[config.mk]
export PLATFORM = sky130hd
export DESIGN_NAME = simd_pipe_ctrl
export DESIGN_NICKNAME = d
export VERILOG_FILES = /design/src/rtl/simd_pipe_ctrl.sv
export SDC_FILE = /design/constraint.sdc
export NUM_CORES = 1
export LEC_CHECK = 0
export ABC_AREA = 1
export BUFFER_PORTS_ARGS = -buffer_cell sky130_fd_sc_hd__buf_2
export CAP_MARGIN = 5
export CORE_MARGIN = 2
export CORE_UTILIZATION = 56
export CTS_CLUSTER_DIAMETER = 120
export CTS_CLUSTER_SIZE = 8
export DETAILED_ROUTE_END_ITERATION = 8
export PLACE_DENSITY_LB_ADDON = 0.1
export SYNTH_ARGS = -nofsm -noshare
export SYNTH_HDL_FRONTEND = slang
export SYNTH_SLANG_ARGS = --single-unit
export TNS_END_PERCENT = 1
[constraint.sdc]
create_clock -name clk -period 2.65 [get_ports clk]
set_input_delay 0.53 -clock clk [delete_from_list [all_inputs] [get_ports clk]]
set_output_delay 0.53 -clock clk [all_outputs]
set_load 0.01 [all_outputs]
[src/rtl/simd_pipe_ctrl.sv]
// SIMD instruction sequencer: fetches and decodes instruction words, then moves them through a
// three-stage Load/Execute/Store control pipeline that advances once every STAGE_CYCLES clocks.
// Supports start/done, HALT with drain, external stall and read-after-write interlock.
module simd_pipe_ctrl #(
  parameter int unsigned ADDR_WIDTH   = 10,
  parameter int unsigned OP_SEL_WIDTH = 3,
  parameter int unsigned STAGE_CYCLES = 2,
  parameter int unsigned INSTR_WIDTH  = 4 + 3 * ADDR_WIDTH + 1
) (
  input  logic                    clk,
  input  logic                    rstn,
  input  logic                    start_i,
  input  logic                    stall_i,
  output logic [ADDR_WIDTH-1:0]   instr_addr_o,
  input  logic [INSTR_WIDTH-1:0]  instr_rdata_i,
  output logic [ADDR_WIDTH-1:0]   a_addr_o,
  output logic [ADDR_WIDTH-1:0]   b_addr_o,
  output logic [OP_SEL_WIDTH-1:0] pe_op_o,
  output logic                    dot_prod_en_o,
  output logic                    shift_o,
  output logic [ADDR_WIDTH-1:0]   r_addr_o,
  output logic                    r_we_o,
  output logic                    r_select_o,
  output logic                    busy_o,
  output logic                    done_o,
  output logic                    hazard_o
);

  localparam int unsigned TickW = $clog2(STAGE_CYCLES);

  typedef enum logic [1:0] {StIdle, StRun, StDrain} state_e;

  typedef struct packed {
    logic                    valid;
    logic                    write_en;
    logic                    r_select;
    logic                    dot_en;
    logic                    shift;
    logic [OP_SEL_WIDTH-1:0] pe_op;
    logic [ADDR_WIDTH-1:0]   a_addr;
    logic [ADDR_WIDTH-1:0]   b_addr;
    logic [ADDR_WIDTH-1:0]   r_addr;
  } stage_t;

  state_e                state_q;
  logic [ADDR_WIDTH-1:0] pc_q;
  logic [TickW-1:0]      tick_q;
  stage_t                st_l_q, st_e_q, st_s_q;
  logic                  hazard_q;

  stage_t     dec;
  logic [3:0] opcode;
  logic       is_halt;
  logic       hazard_det;
  logic       tick_last;
  logic       stages_empty;
  logic       load_l;

  assign opcode       = instr_rdata_i[INSTR_WIDTH-1 -: 4];
  assign is_halt      = (opcode == 4'hF);
  assign tick_last    = (tick_q == TickW'(STAGE_CYCLES - 1));
  assign stages_empty = !st_l_q.valid && !st_e_q.valid && !st_s_q.valid;

  // Decode the fetched word; anything that is not a writing op decodes to a bubble.
  always_comb begin
    dec = '0;
    if (!opcode[3]) begin
      dec.valid    = 1'b1;
      dec.write_en = 1'b1;
      dec.pe_op    = OP_SEL_WIDTH'(opcode[2:0]);
    end else if (opcode == 4'h8) begin
      dec.valid    = 1'b1;
      dec.write_en = 1'b1;
      dec.r_select = 1'b1;
      dec.dot_en   = 1'b1;
      dec.pe_op    = OP_SEL_WIDTH'(3);
    end
    if (dec.valid) begin
      dec.a_addr = instr_rdata_i[3*ADDR_WIDTH -: ADDR_WIDTH];
      dec.b_addr = instr_rdata_i[2*ADDR_WIDTH -: ADDR_WIDTH];
      dec.r_addr = instr_rdata_i[ADDR_WIDTH -: ADDR_WIDTH];
      dec.shift  = instr_rdata_i[0];
    end
  end

  // Read-after-write check of the decoded operands against every in-flight writer.
  always_comb begin
    hazard_det = 1'b0;
    if (state_q == StRun && dec.valid) begin
      if (st_l_q.valid && st_l_q.write_en &&
          (st_l_q.r_addr == dec.a_addr || st_l_q.r_addr == dec.b_addr)) hazard_det = 1'b1;
      if (st_e_q.valid && st_e_q.write_en &&
          (st_e_q.r_addr == dec.a_addr || st_e_q.r_addr == dec.b_addr)) hazard_det = 1'b1;
      if (st_s_q.valid && st_s_q.write_en &&
          (st_s_q.r_addr == dec.a_addr || st_s_q.r_addr == dec.b_addr)) hazard_det = 1'b1;
    end
  end

  // NOPs still enter L (as bubbles) so pc moves past them.
  assign load_l = (state_q == StRun) && !is_halt && !hazard_det;

  // Sequencer FSM, tick counter, pc and pipeline stages; stall freezes all of it.
  always_ff @(posedge clk) begin
    if (!rstn) begin
      state_q  <= StIdle;
      pc_q     <= '0;
      tick_q   <= '0;
      st_l_q   <= '0;
      st_e_q   <= '0;
      st_s_q   <= '0;
      hazard_q <= 1'b0;
    end else if (!stall_i) begin
      if (state_q == StIdle) begin
        if (start_i) begin
          state_q  <= StRun;
          pc_q     <= '0;
          tick_q   <= '0;
          st_l_q   <= '0;
          st_e_q   <= '0;
          st_s_q   <= '0;
          hazard_q <= 1'b0;
        end
      end else if (tick_last) begin
        tick_q   <= '0;
        hazard_q <= hazard_det;
        if (state_q == StDrain && stages_empty) begin
          state_q <= StIdle;
        end else begin
          st_s_q <= st_e_q;
          st_e_q <= st_l_q;
          if (load_l) begin
            st_l_q <= dec;
            pc_q   <= pc_q + ADDR_WIDTH'(1);
          end else begin
            st_l_q <= '0;
          end
          if (state_q == StRun && is_halt) state_q <= StDrain;
        end
      end else begin
        tick_q <= tick_q + TickW'(1);
      end
    end
  end

  assign instr_addr_o  = pc_q;
  assign a_addr_o      = st_l_q.a_addr;
  assign b_addr_o      = st_l_q.b_addr;
  assign pe_op_o       = st_e_q.pe_op;
  assign dot_prod_en_o = st_e_q.dot_en;
  assign shift_o       = st_e_q.shift;
  assign r_addr_o      = st_s_q.r_addr;
  assign r_select_o    = st_s_q.r_select;
  assign r_we_o        = st_s_q.valid && st_s_q.write_en && tick_last && !stall_i;
  assign busy_o        = (state_q != StIdle);
  assign done_o        = (state_q == StDrain) && tick_last && !stall_i && stages_empty;
  assign hazard_o      = hazard_q;

endmodule

==> results_dict.tcl, run 1 <==
set metrics [dict create \
    run_status "finished, final reports clean" \
    cts.sinks 78 \
    area_growth_pct 14.3 \
    p_sw_share_pct 32.9 \
    final_nets 808 \
    power_frac_seq_pct 42.3 \
    setup_viol 0 \
    path_max_fanout 23 \
    vias_per_cell 5.41 \
    r2r_setup_slack_ps 430 \
    track_usage_pct 28.5 \
    powerDensity_nw_per_um2 555 \
    tightest_slew_ps 718 \
    skew_ps 14.1 \
    synth-simple-area-share_pct 38.6 \
    clk_latency_ps 360 \
    r2r-start "state_q[0]$_SDFFE_PN0P_" \
    ys_seq_area_share_pct 34.4 \
    gr-total-overflow 0 \
    hp-start "instr_rdata_i[3]" \
    hpwl_um 8880 \
    max-cap-violations 0 \
    synth_mux_area_share_pct 0 \
    use_met1_pct 39.7 \
    min_path_type "in2reg" \
    core-area_um2 7810 \
    grt_max_degree 54 \
    grt.met3_usage_pct 3.77 \
    power.internal_uw 1930 \
    relSlewSlack_pct 51.6 \
    yosysTopAreaCell "dfxtp_1" \
    power_uw 2880 \
    htreeDepth 3 \
    groute.layer.met2.usage_pct 45.4 \
    combPwrFrac_pct 22.9 \
    ant_nets 0 \
    multi_input_area_um2 2360 \
    irDropWorstVdd_uv 255 \
    die_h_um 94.1 \
    antenna_cells 0 \
    syn_nets 753 \
    synth-seq-cells 78 \
    worst_slack_ps 307 \
    synth_cell_type_count 27 \
    pin_count 89 \
    pre_cts_slack_ps -139 \
    first_iter_violations 292 \
    grt_pass1_vias 4288 \
    initial_core_util_pct 58.2 \
    clk_pin_slew_ps 90 \
    synth_area_um2 4540 \
    finalHoldViolCount 0 \
    post-route-min-period_ps 2340 \
    crit_type "in2reg" \
    synth_compound_area_share_pct 9.67 \
    cts_setup_buffers 0 \
    worstReg2RegEnd "instr_addr_o[8]$_SDFFE_PN0P_" \
    yosysWarnings 0 \
    portBuffers 88 \
    min_period_over_period_pct 88.4 \
    grt_pass1_wl_um 20000 \
    synth_top_area_share_pct 34.4 \
    synth-xor-area-share_pct 3.28 \
    synth.top_cells.by_area "dfxtp_1 (34%), nand2_1 (19%), nand3_1 (9.7%)" \
    p_sw_uw 947 \
    pwr-share-clk_pct 34.8 \
    rsz0062_at_grt "no" \
    startpoint_type "input pin" \
    worstSetupEndpointType "flop" \
    cts_max_path_buffers 2 \
    worstPathRequired_ps 2880 \
    fp.dieW_um 94.1 \
    hold_path_end "st_l_q[2]$_SDFFE_PN0P_" \
    cts_root_buf "clkbuf_8" \
    cts_inserted_buffers 9 \
    cts_tree "done" \
    seq_area_um2 1560 \
    report.final.slew_viol_count 0 \
    synth_top_family_by_area "simple AND/OR/NAND/NOR gates" \
    dieArea_um2 8850 \
    min_path_cells 3 \
    synth_cells 713 \
    place_congestion 0.985 \
    synth_fa_ha_area_share_pct 0.275 \
    routed_wirelength_um 12400 \
    ff2ff_path_depth 10 \
    crit_arrival_ps 2580 \
    rows 32 \
    drt_first_pass_iters 5 \
    fillers 769 \
    fmax_mhz 427 \
    drive_gt1_share_pct 17.7 \
    vias 4729 \
    wl_per_cell_um 14.2 \
    busiest_layer "met2" \
    avgSynthCellArea_um2 6.37 \
    drc 0 \
    grt_antenna_before_repair 0 \
    p_leak_uw 0.00226 \
]
cells by family after synthesis:
group                      count (synthesis)
and+or+nand+nor                          405
buffers and inverters                    127
adders and majority gates                  1
DFF                                       78
AOI/OAI and AO/OA                         85
xor gates and xnor gates                  17
state kept, by name (all words and copies together) (netlist names):
name / flops
pe_op_o: 3
st_l_q: 16
b_addr_o: 10
st_s_q: 1
a_addr_o: 10
shift_o: 1
r_addr_o: 10
r_select_o: 1
state_q: 2
st_e_q: 12
hazard_o: 1
tick_last: 1
instr_addr_o: 10
critical path, stage by stage:
cell and delay [ps]:
buf_2 100, nor2_1 130, nand2_1 80, nand2_2 120, buf_12 170, nand2_1 120
nand2_1 80, nand2_1 50, nor2_1 120, nand2_1 70, nor2_1 110, nand2_1 60
nand2_1 60, nand2_1 60, nand3_2 100, nand2_1 80, nand2_1 80, nand2_1 80
nand2_2 190, nand2_1 70, nand2_1 60, nor2_1 40
metal layers:
| layer | vias up | wire [µm] | share of wire [%] |
|---|---|---|---|
| met1 | 2153 | 5700 | 46 |
| met2 | 165 | 5670 | 46 |
| met4 | 0 | 212 | 1.7 |
| met5 | - | 0 | 0 |
| met3 | 19 | 790 | 6.4 |
| li1 | 2392 | - | - |
metrics by stage:
step | instance area, µm² | std cells | hold WS [ps] | TNS [ps] | utilization, %
CTS | 5190 | 874 | 425 | 0 | 66.4
global route | 5190 | 874 | 436 | 0 | 66.5
finish | 5190 | 874 | 436 | 0 | 66.5
floorplan | 4540 | 713 | 446 | 0 | -
global placement | 4980 | 859 | 448 | -616 | 63.7
detailed placement | 4980 | 859 | 456 | -1080 | 63.7
layout by cell type, fill, tap and decap left out:
cell / count
a21boi_4: 1
a21oi_1: 79
and3_1: 1
buf_12: 6
buf_2: 88
buf_4: 20
bufinv_16: 2
clkbuf_1: 1
clkbuf_8: 9
clkinv_1: 1
clkinvlp_4: 2
dfxtp_1: 78
ha_1: 1
inv_1: 54
inv_2: 2
inv_6: 1
nand2_1: 223
nand2_2: 3
nand3_1: 88
nand3_2: 1
nand3b_1: 2
nand4_1: 33
nor2_1: 42
nor2_2: 1
nor2_4: 1
nor3_1: 7
nor3b_1: 1
nor4_1: 1
o21ai_0: 5
or2_0: 1
xnor2_1: 1
xor2_1: 16
synth_stat cells:
| library cell | count |
|---|---|
| dfxtp_1 | 78 |
| buf_1 | 1 |
| nand3b_1 | 2 |
| a21oi_1 | 79 |
| xor2_1 | 16 |
| inv_2 | 1 |
| and3_1 | 1 |
| clkinv_1 | 1 |
| nand2_1 | 224 |
| buf_2 | 5 |
| nor2_1 | 43 |
| nand3_2 | 1 |
| xnor2_1 | 1 |
| nand3_1 | 88 |
| nand2_2 | 2 |
| o21ai_0 | 5 |
| ha_1 | 1 |
| nor4_1 | 1 |
| buf_4 | 38 |
| or2_0 | 1 |
| nor3b_1 | 1 |
| nand4_1 | 33 |
| nor3_1 | 7 |
| clkbuf_1 | 26 |
| a21boi_4 | 1 |
| inv_1 | 55 |
| nor2_2 | 1 |
how the worst max path moves through the flow:
| stage | startpoint | to | slack, ps |
|---|---|---|---|
| 2_1_floorplan | instr_rdata_i[32] | instr_addr_o[1]$_SDFFE_PN0P_ | 410 |
| 3_3_place_gp | instr_rdata_i[32] | instr_addr_o[1]$_SDFFE_PN0P_ | -100 |
| 3_5_place_dp | instr_rdata_i[32] | instr_addr_o[1]$_SDFFE_PN0P_ | -140 |
| 4_1_cts | instr_rdata_i[32] | instr_addr_o[1]$_SDFFE_PN0P_ | 230 |
| 5_1_grt | instr_rdata_i[32] | instr_addr_o[6]$_SDFFE_PN0P_ | 20 |
| 6_report | instr_rdata_i[32] | instr_addr_o[1]$_SDFFE_PN0P_ | 310 |
final cells by class:
| type | count | share of cell area (%) |
|---|---|---|
| multi-input cells | 508 | 45.6 |
| flip-flops and latches | 78 | 30.1 |
| repair buffers | 114 | 13.7 |
| inverters | 57 | 4.12 |
| clock buffers | 10 | 2.46 |
| well taps | 102 | 2.46 |
| clock inverters | 5 | 1.62 |
power groups by stage:
stage               clock (µW)  sequential [µW]  combinational [µW]
floorplan                    0             1240                 419
global placement             0             1240                 644
detailed placement           0             1250                 650
CTS                       1010             1220                 655
global route              1060             1220                 730
finish                    1000             1220                 659
repair_timing:
item	4_1_cts	5_1_grt
hold buffers	0	0
gates resized for setup	0	1
endpoints found under the setup margin	0	10
No activity file was read; power rests on OpenSTA's default activity.
==> inputs of run 2 (changes only) <==
clock period = 2.4 ns   (was 2.65 ns; I/O delays follow)
==> run 2 against run 1 <==
  * Combinational power is 20% higher
  * Register-to-register slack worse by 220 ps
  * Worst hold slack worse by 53 ps
  * Wire length is 0.23% higher
  * Critical path depth is 1 lower
  * Flip-flop and latch count stayed put
  * Cell area is 4.3% higher
  * Clock power is 4% higher
  * Count of clock-buffer cells in the layout is 1 lower
  * Via count is 2.1% higher
  * Critical path type unchanged
  * Highest routed layer unchanged
==> results_dict.tcl, run 2 (synthesized netlist as in run 1, its figures left out) <==
set metrics [dict create \
    cts_tree "done" \
    report.final.slew_viol_count 0 \
    powerDensity_nw_per_um2 587 \
    run_status "finished, final reports clean" \
    crit_chain "buf_2 > nor2_2 > nand2_2 > nand2_4 > buf_12 > nand2_1 > nand2_1 > nand2_1 > nor2_1 > nand2_1 > nor2_1 > nand2_1 > nand2_1 > nand2_1 > nand3_2 > nand2_1 > nand2_2 > nand2_4 > buf_4 > nand3_1 > a21oi_1" \
    p_leak_uw 0.00238 \
    grt_antenna_before_repair 0 \
    initial_core_util_pct 58.2 \
    rsz0062_at_grt "yes" \
    tightest_slew_ps 731 \
    drive_gt1_share_pct 22.0 \
    cts_root_buf "clkbuf_8" \
    max-cap-violations 0 \
    fmax_mhz 443 \
    cts_max_path_buffers 2 \
    path_max_fanout 10 \
    irDropWorstVdd_uv 388 \
    combPwrFrac_pct 25.0 \
    slowest_stage "buf_4" \
    p_sw_uw 1090 \
    startpoint_type "input pin" \
    p_sw_share_pct 34.2 \
    place_congestion 0.916 \
    cts.sinks 78 \
    min_path_type "in2reg" \
    cts_inserted_buffers 9 \
    dieArea_um2 8850 \
    relSlewSlack_pct 50.8 \
    final_cell_mix "nand2_1 (212), nand3_1 (88), buf_2 (88)" \
    final_common_cell "nand2_1" \
    fp.dieW_um 94.1 \
    core-area_um2 7810 \
    vias_per_cell 5.41 \
    post-route-min-period_ps 2260 \
    portBuffers 88 \
    ant_nets 0 \
    largest_register_ffs 16 \
    power_uw 3180 \
    path_common_cell "nand2_1" \
    power.internal_uw 2090 \
    gr-total-overflow 0 \
    final_util_pct 69.4 \
    vias 4830 \
    first_iter_violations 302 \
    htreeDepth 3 \
    top_register "st_l_q" \
    cpPeakStageDelay_ps 180 \
    die_h_um 94.1 \
    worstPathRequired_ps 2620 \
    crit_arrival_ps 2480 \
    fillers 719 \
    rows 32 \
    grt_pass1_wl_um 20300 \
    grt_pass1_vias 4321 \
    reg_top3 "st_l_q (16), st_e_q (12)" \
    power_frac_seq_pct 42.3 \
    drc 0 \
    setup_viol 0 \
    antenna_cells 0 \
    wl_per_cell_um 13.9 \
    pwr-share-clk_pct 32.7 \
    finalHoldViolCount 0 \
    drt_first_pass_iters 5 \
    final_nets 826 \
    skew_ps 17.4 \
    pin_count 89 \
    worstSetupEndpointType "flop" \
    min_period_over_period_pct 94.1 \
    area_growth_pct 19.2 \
    crit_type "in2reg" \
    hpwl_um 8840 \
    crit_buf_inv 3 \
    cp_top_family "simple AND/OR/NAND/NOR gates" \
    grt_max_degree 75 \
    clk_pin_slew_ps 90 \
    clk_latency_ps 360 \
    routed_wirelength_um 12400 \
    track_usage_pct 28.8 \
]
-- run 2: final cells by class --
type	count	area, µm²	area share [%]
inverters	57	214	3.95
clock inverters	7	80.1	1.48
clock buffers	9	124	2.29
well taps	102	128	2.36
multi-input cells	509	2430	44.9
repair buffers	131	877	16.2
flip-flops and latches	78	1560	28.8
-- run 2: what timing repair did --
action                                  in CTS  in global routing
hold buffers                                 0                  0
gates resized for setup                      0                 24
buffers inserted                             0                  1
endpoints found under the setup margin       0                 46
-- run 2: path summary, 6_finish.rpt --
check,startpoint,depth (start not counted),slack (ps),to
worst max-delay path,instr_rdata_i[32],21,140,instr_addr_o[2]$_SDFFE_PN0P_
worst min-delay path,instr_rdata_i[5],3,380,st_l_q[4]$_SDFFE_PN0P_
worst max register to register,state_q[0]$_SDFFE_PN0P_,10,210,instr_addr_o[2]$_SDFFE_PN0P_
worst min register to register,pe_op_o[1]$_SDFFE_PN0P_,2,470,pe_op_o[1]$_SDFFE_PN0P_
-- run 2: power groups by stage --
stage	sequential (µW)	clock, µW	combinational (µW)
2_1_floorplan	1370	0	462
3_3_place_gp	1370	0	728
3_5_place_dp	1380	0	738
4_1_cts	1350	1060	740
5_1_grt	1350	1110	878
6_report	1350	1040	794
-- run 2: per-stage QoR --
step | worst slack (ps) | instance area [µm²] | TNS, ps | cells | hold WS, ps
floorplan | 210 | 4540 | 0 | 713 | 446
global placement | -272 | 5070 | -7500 | 872 | 449
detailed placement | -325 | 5070 | -8930 | 872 | 452
CTS | 45.9 | 5280 | 0 | 888 | 371
global route | -64.1 | 5420 | -533 | 893 | 371
finish | 141 | 5420 | 0 | 893 | 383
-- run 2: worst reg2reg max path: stages, from the launching register on --
cell and delay [ps]:
dfxtp_1 400, nor2_1 90, inv_1 80, nor2_1 40
nor2_1 150, o21ai_0 310, nor2_4 200, buf_4 450
nand2_2 200, nand2_1 90, a21oi_1 60
-- run 2: per-layer routing --
| metal | track usage [%] | vias to the layer above | wire [µm] |
|---|---|---|---|
| met4 | 7.61 | 0 | 116 |
| li1 | - | 2435 | - |
| met3 | 3.93 | 12 | 794 |
| met2 | 46.0 | 162 | 5800 |
| met5 | 0 | - | 0 |
| met1 | 40.8 | 2221 | 5700 |
==> inputs of run 3 (changes only) <==
--- a/config.mk
+++ b/config.mk
@@ -10,5 +10,5 @@
 export CAP_MARGIN = 5
 export CORE_MARGIN = 2
-export CORE_UTILIZATION = 56
+export CORE_UTILIZATION = 30
 export CTS_CLUSTER_DIAMETER = 120
 export CTS_CLUSTER_SIZE = 8
==> constraint.sdc (replaced) <==
create_clock -name clk -period 2.4 [get_ports clk]
set_input_delay 0.12 -clock clk [delete_from_list [all_inputs] [get_ports clk]]
set_output_delay 0.12 -clock clk [all_outputs]
set_load 0.01 [all_outputs]
==> run 3 against run 2 <==
  * Flip-flop and latch count unchanged
  * Wire length increased by 12%
  * Die area up 82%
  * Sequential share of layout area increased by 0.28 points
  * Critical endpoint is now instr_addr_o[0]$_SDFFE_PN0P_
  * Highest routed layer unchanged
==> results_dict.tcl, run 3 (synthesized netlist as in run 1, its figures left out) <==
set metrics [dict create \
    run_status "finished, final reports clean" \
    grt_antenna_before_repair 0 \
    clk_latency_ps 340 \
    grt_pass1_vias 4409 \
    power.internal_uw 2580 \
    htreeDepth 3 \
    path_max_fanout 46 \
    routed_wirelength_um 13900 \
    grt_max_degree 47 \
    cts_setup_buffers 0 \
    track_usage_pct 17.6 \
    post-route-min-period_ps 2060 \
    place_congestion 0.869 \
    largest_register_ffs 16 \
    report.final.slew_viol_count 0 \
    p_sw_share_pct 29.5 \
    reg_top3 "st_l_q (16), st_e_q (12)" \
    cts_inserted_buffers 9 \
    power_uw 3660 \
    crit_arrival_ps 2290 \
    stdcell_area_um2 5360 \
    drc 0 \
    vias_per_cell 4.89 \
    startpoint_type "input pin" \
    cts_root_buf "clkbuf_16" \
    p_sw_uw 1080 \
    antenna_cells 0 \
    rows 44 \
    min_path_type "in2reg" \
    min_path_cells 3 \
    core-area_um2 14600 \
    drive_gt1_share_pct 17.6 \
    cts_tree "done" \
    max-cap-violations 0 \
    worstSetupEndpointType "flop" \
    powerDensity_nw_per_um2 682 \
    final_common_cell "nand2_1" \
    worstReg2RegEnd "instr_addr_o[0]$_SDFFE_PN0P_" \
    top_register "st_l_q" \
    cts.sinks 78 \
    pre_cts_slack_ps -116 \
    relSlewSlack_pct 59.5 \
    final_nets 805 \
    hp-start "instr_rdata_i[4]" \
    die_h_um 127 \
    final.setup.tns_ps 0 \
    ant_nets 0 \
    setup_viol 0 \
    r2r_setup_slack_ps 370 \
    dieArea_um2 16100 \
    skew_ps 6.39 \
    min_period_over_period_pct 85.7 \
    fp.dieW_um 127 \
    fmax_mhz 486 \
    area_growth_pct 18.1 \
    p_leak_uw 0.00231 \
    portBuffers 88 \
    final_cell_mix "nand2_1 (223), nand3_1 (88), buf_2 (88)" \
    worstPathRequired_ps 2630 \
    gr-total-overflow 0 \
    r2r-start "st_l_q[4]$_SDFFE_PN0P_" \
    power_frac_seq_pct 36.8 \
    cts_max_path_buffers 2 \
    fillers 1608 \
    finalHoldViolCount 0 \
    ff2ff_path_depth 15 \
    pwr-share-clk_pct 43.1 \
    grt_pass1_wl_um 22600 \
    worst_slack_ps 344 \
    rsz0062_at_grt "no" \
    tightest_slew_ps 606 \
    hpwl_um 10200 \
    combPwrFrac_pct 20.1 \
    hold_path_end "st_l_q[3]$_SDFFE_PN0P_" \
    drt_first_pass_iters 6 \
    initial_core_util_pct 31.0 \
    first_iter_violations 296 \
    vias 4664 \
    ctsResizeCount 0 \
    pin_count 89 \
    crit_type "in2reg" \
    irDropWorstVdd_uv 372 \
    placed_area_um2 5020 \
    clk_pin_slew_ps 60 \
    wl_per_cell_um 14.6 \
    cts_hold_buf 0 \
]
-- run 3: cell count changes in the layout (fill, tap and decap cells not counted), sizes merged --
cell / delta
buf: -18
clkinvlp: -1
clkinv: -1
bufinv: +2
inv: -3
nand2: -1
-- run 3: power by group through the flow --
stage               combinational, µW  clock, µW  sequential, µW
floorplan                         462          0            1370
finish                            736       1580            1350
CTS                               742       1620            1350
detailed placement                741          0            1380
global route                      827       1680            1350
global placement                  731          0            1370
-- run 3: cell type report --
type | instances | area, µm² | share of cell area (%)
Clock buffer | 11 | 243 | 4.53
Timing Repair Buffer | 111 | 651 | 12.1
Multi-Input combinational cell | 508 | 2370 | 44.2
Inverter | 57 | 214 | 3.99
Sequential cell | 78 | 1560 | 29.1
Tap cell | 184 | 230 | 4.29
Clock inverter | 4 | 95.1 | 1.77
-- run 3: metal layers --
layer / wire [µm] / vias to the layer above / track usage, % / share of wire [%]
met2: 5860 / 131 / 26.1 / 42
met3: 727 / 22 / 3.48 / 5.2
met1: 7010 / 2124 / 25.1 / 50
li1: - / 2387 / - / -
met5: 0 / - / 0 / 0
met4: 317 / 0 / 6.98 / 2.3
-- run 3: worst max-delay path by stage --
| stage | startpoint | end | slack (ps) | cells past startpoint |
|---|---|---|---|---|
| finish | instr_rdata_i[32] | instr_addr_o[0]$_SDFFE_PN0P_ | 340 | 20 |
| global placement | instr_rdata_i[32] | instr_addr_o[1]$_SDFFE_PN0P_ | -80 | 22 |
| detailed placement | instr_rdata_i[32] | instr_addr_o[1]$_SDFFE_PN0P_ | -120 | 22 |
| CTS | instr_rdata_i[32] | instr_addr_o[1]$_SDFFE_PN0P_ | 250 | 22 |
| floorplan | state_q[0]$_SDFFE_PN0P_ | st_l_q[30]$_SDFFE_PN0P_ | 390 | 8 |
| global route | instr_rdata_i[32] | st_l_q[35]$_SDFFE_PN0P_ | 9 | 19 |
-- run 3: metrics by stage --
step                      cells  hold WS [ps]  util (%)
after floorplan             713           243         -
after global placement      938           401      34.3
after detailed placement    938           409      34.3
after CTS                   953          42.0      36.6
after global routing        953          50.1      36.6
final                       953          52.7      36.6
-- run 3: critical path, cell delays in order --
cell     delay [ps]
buf_2           100
nor2_1          120
nand2_1          80
nand2_2          90
buf_12          210
buf_4           200
nand2_1          90
nand2_1          70
nand4_1         130
nor2_1          130
nand2_1          60
nand2_1          70
nand2_1          60
nand3_2          90
nand2_1          80
nand2_1          70
nand2_1         110
buf_4           220
nand3_1          80
a21oi_1          60
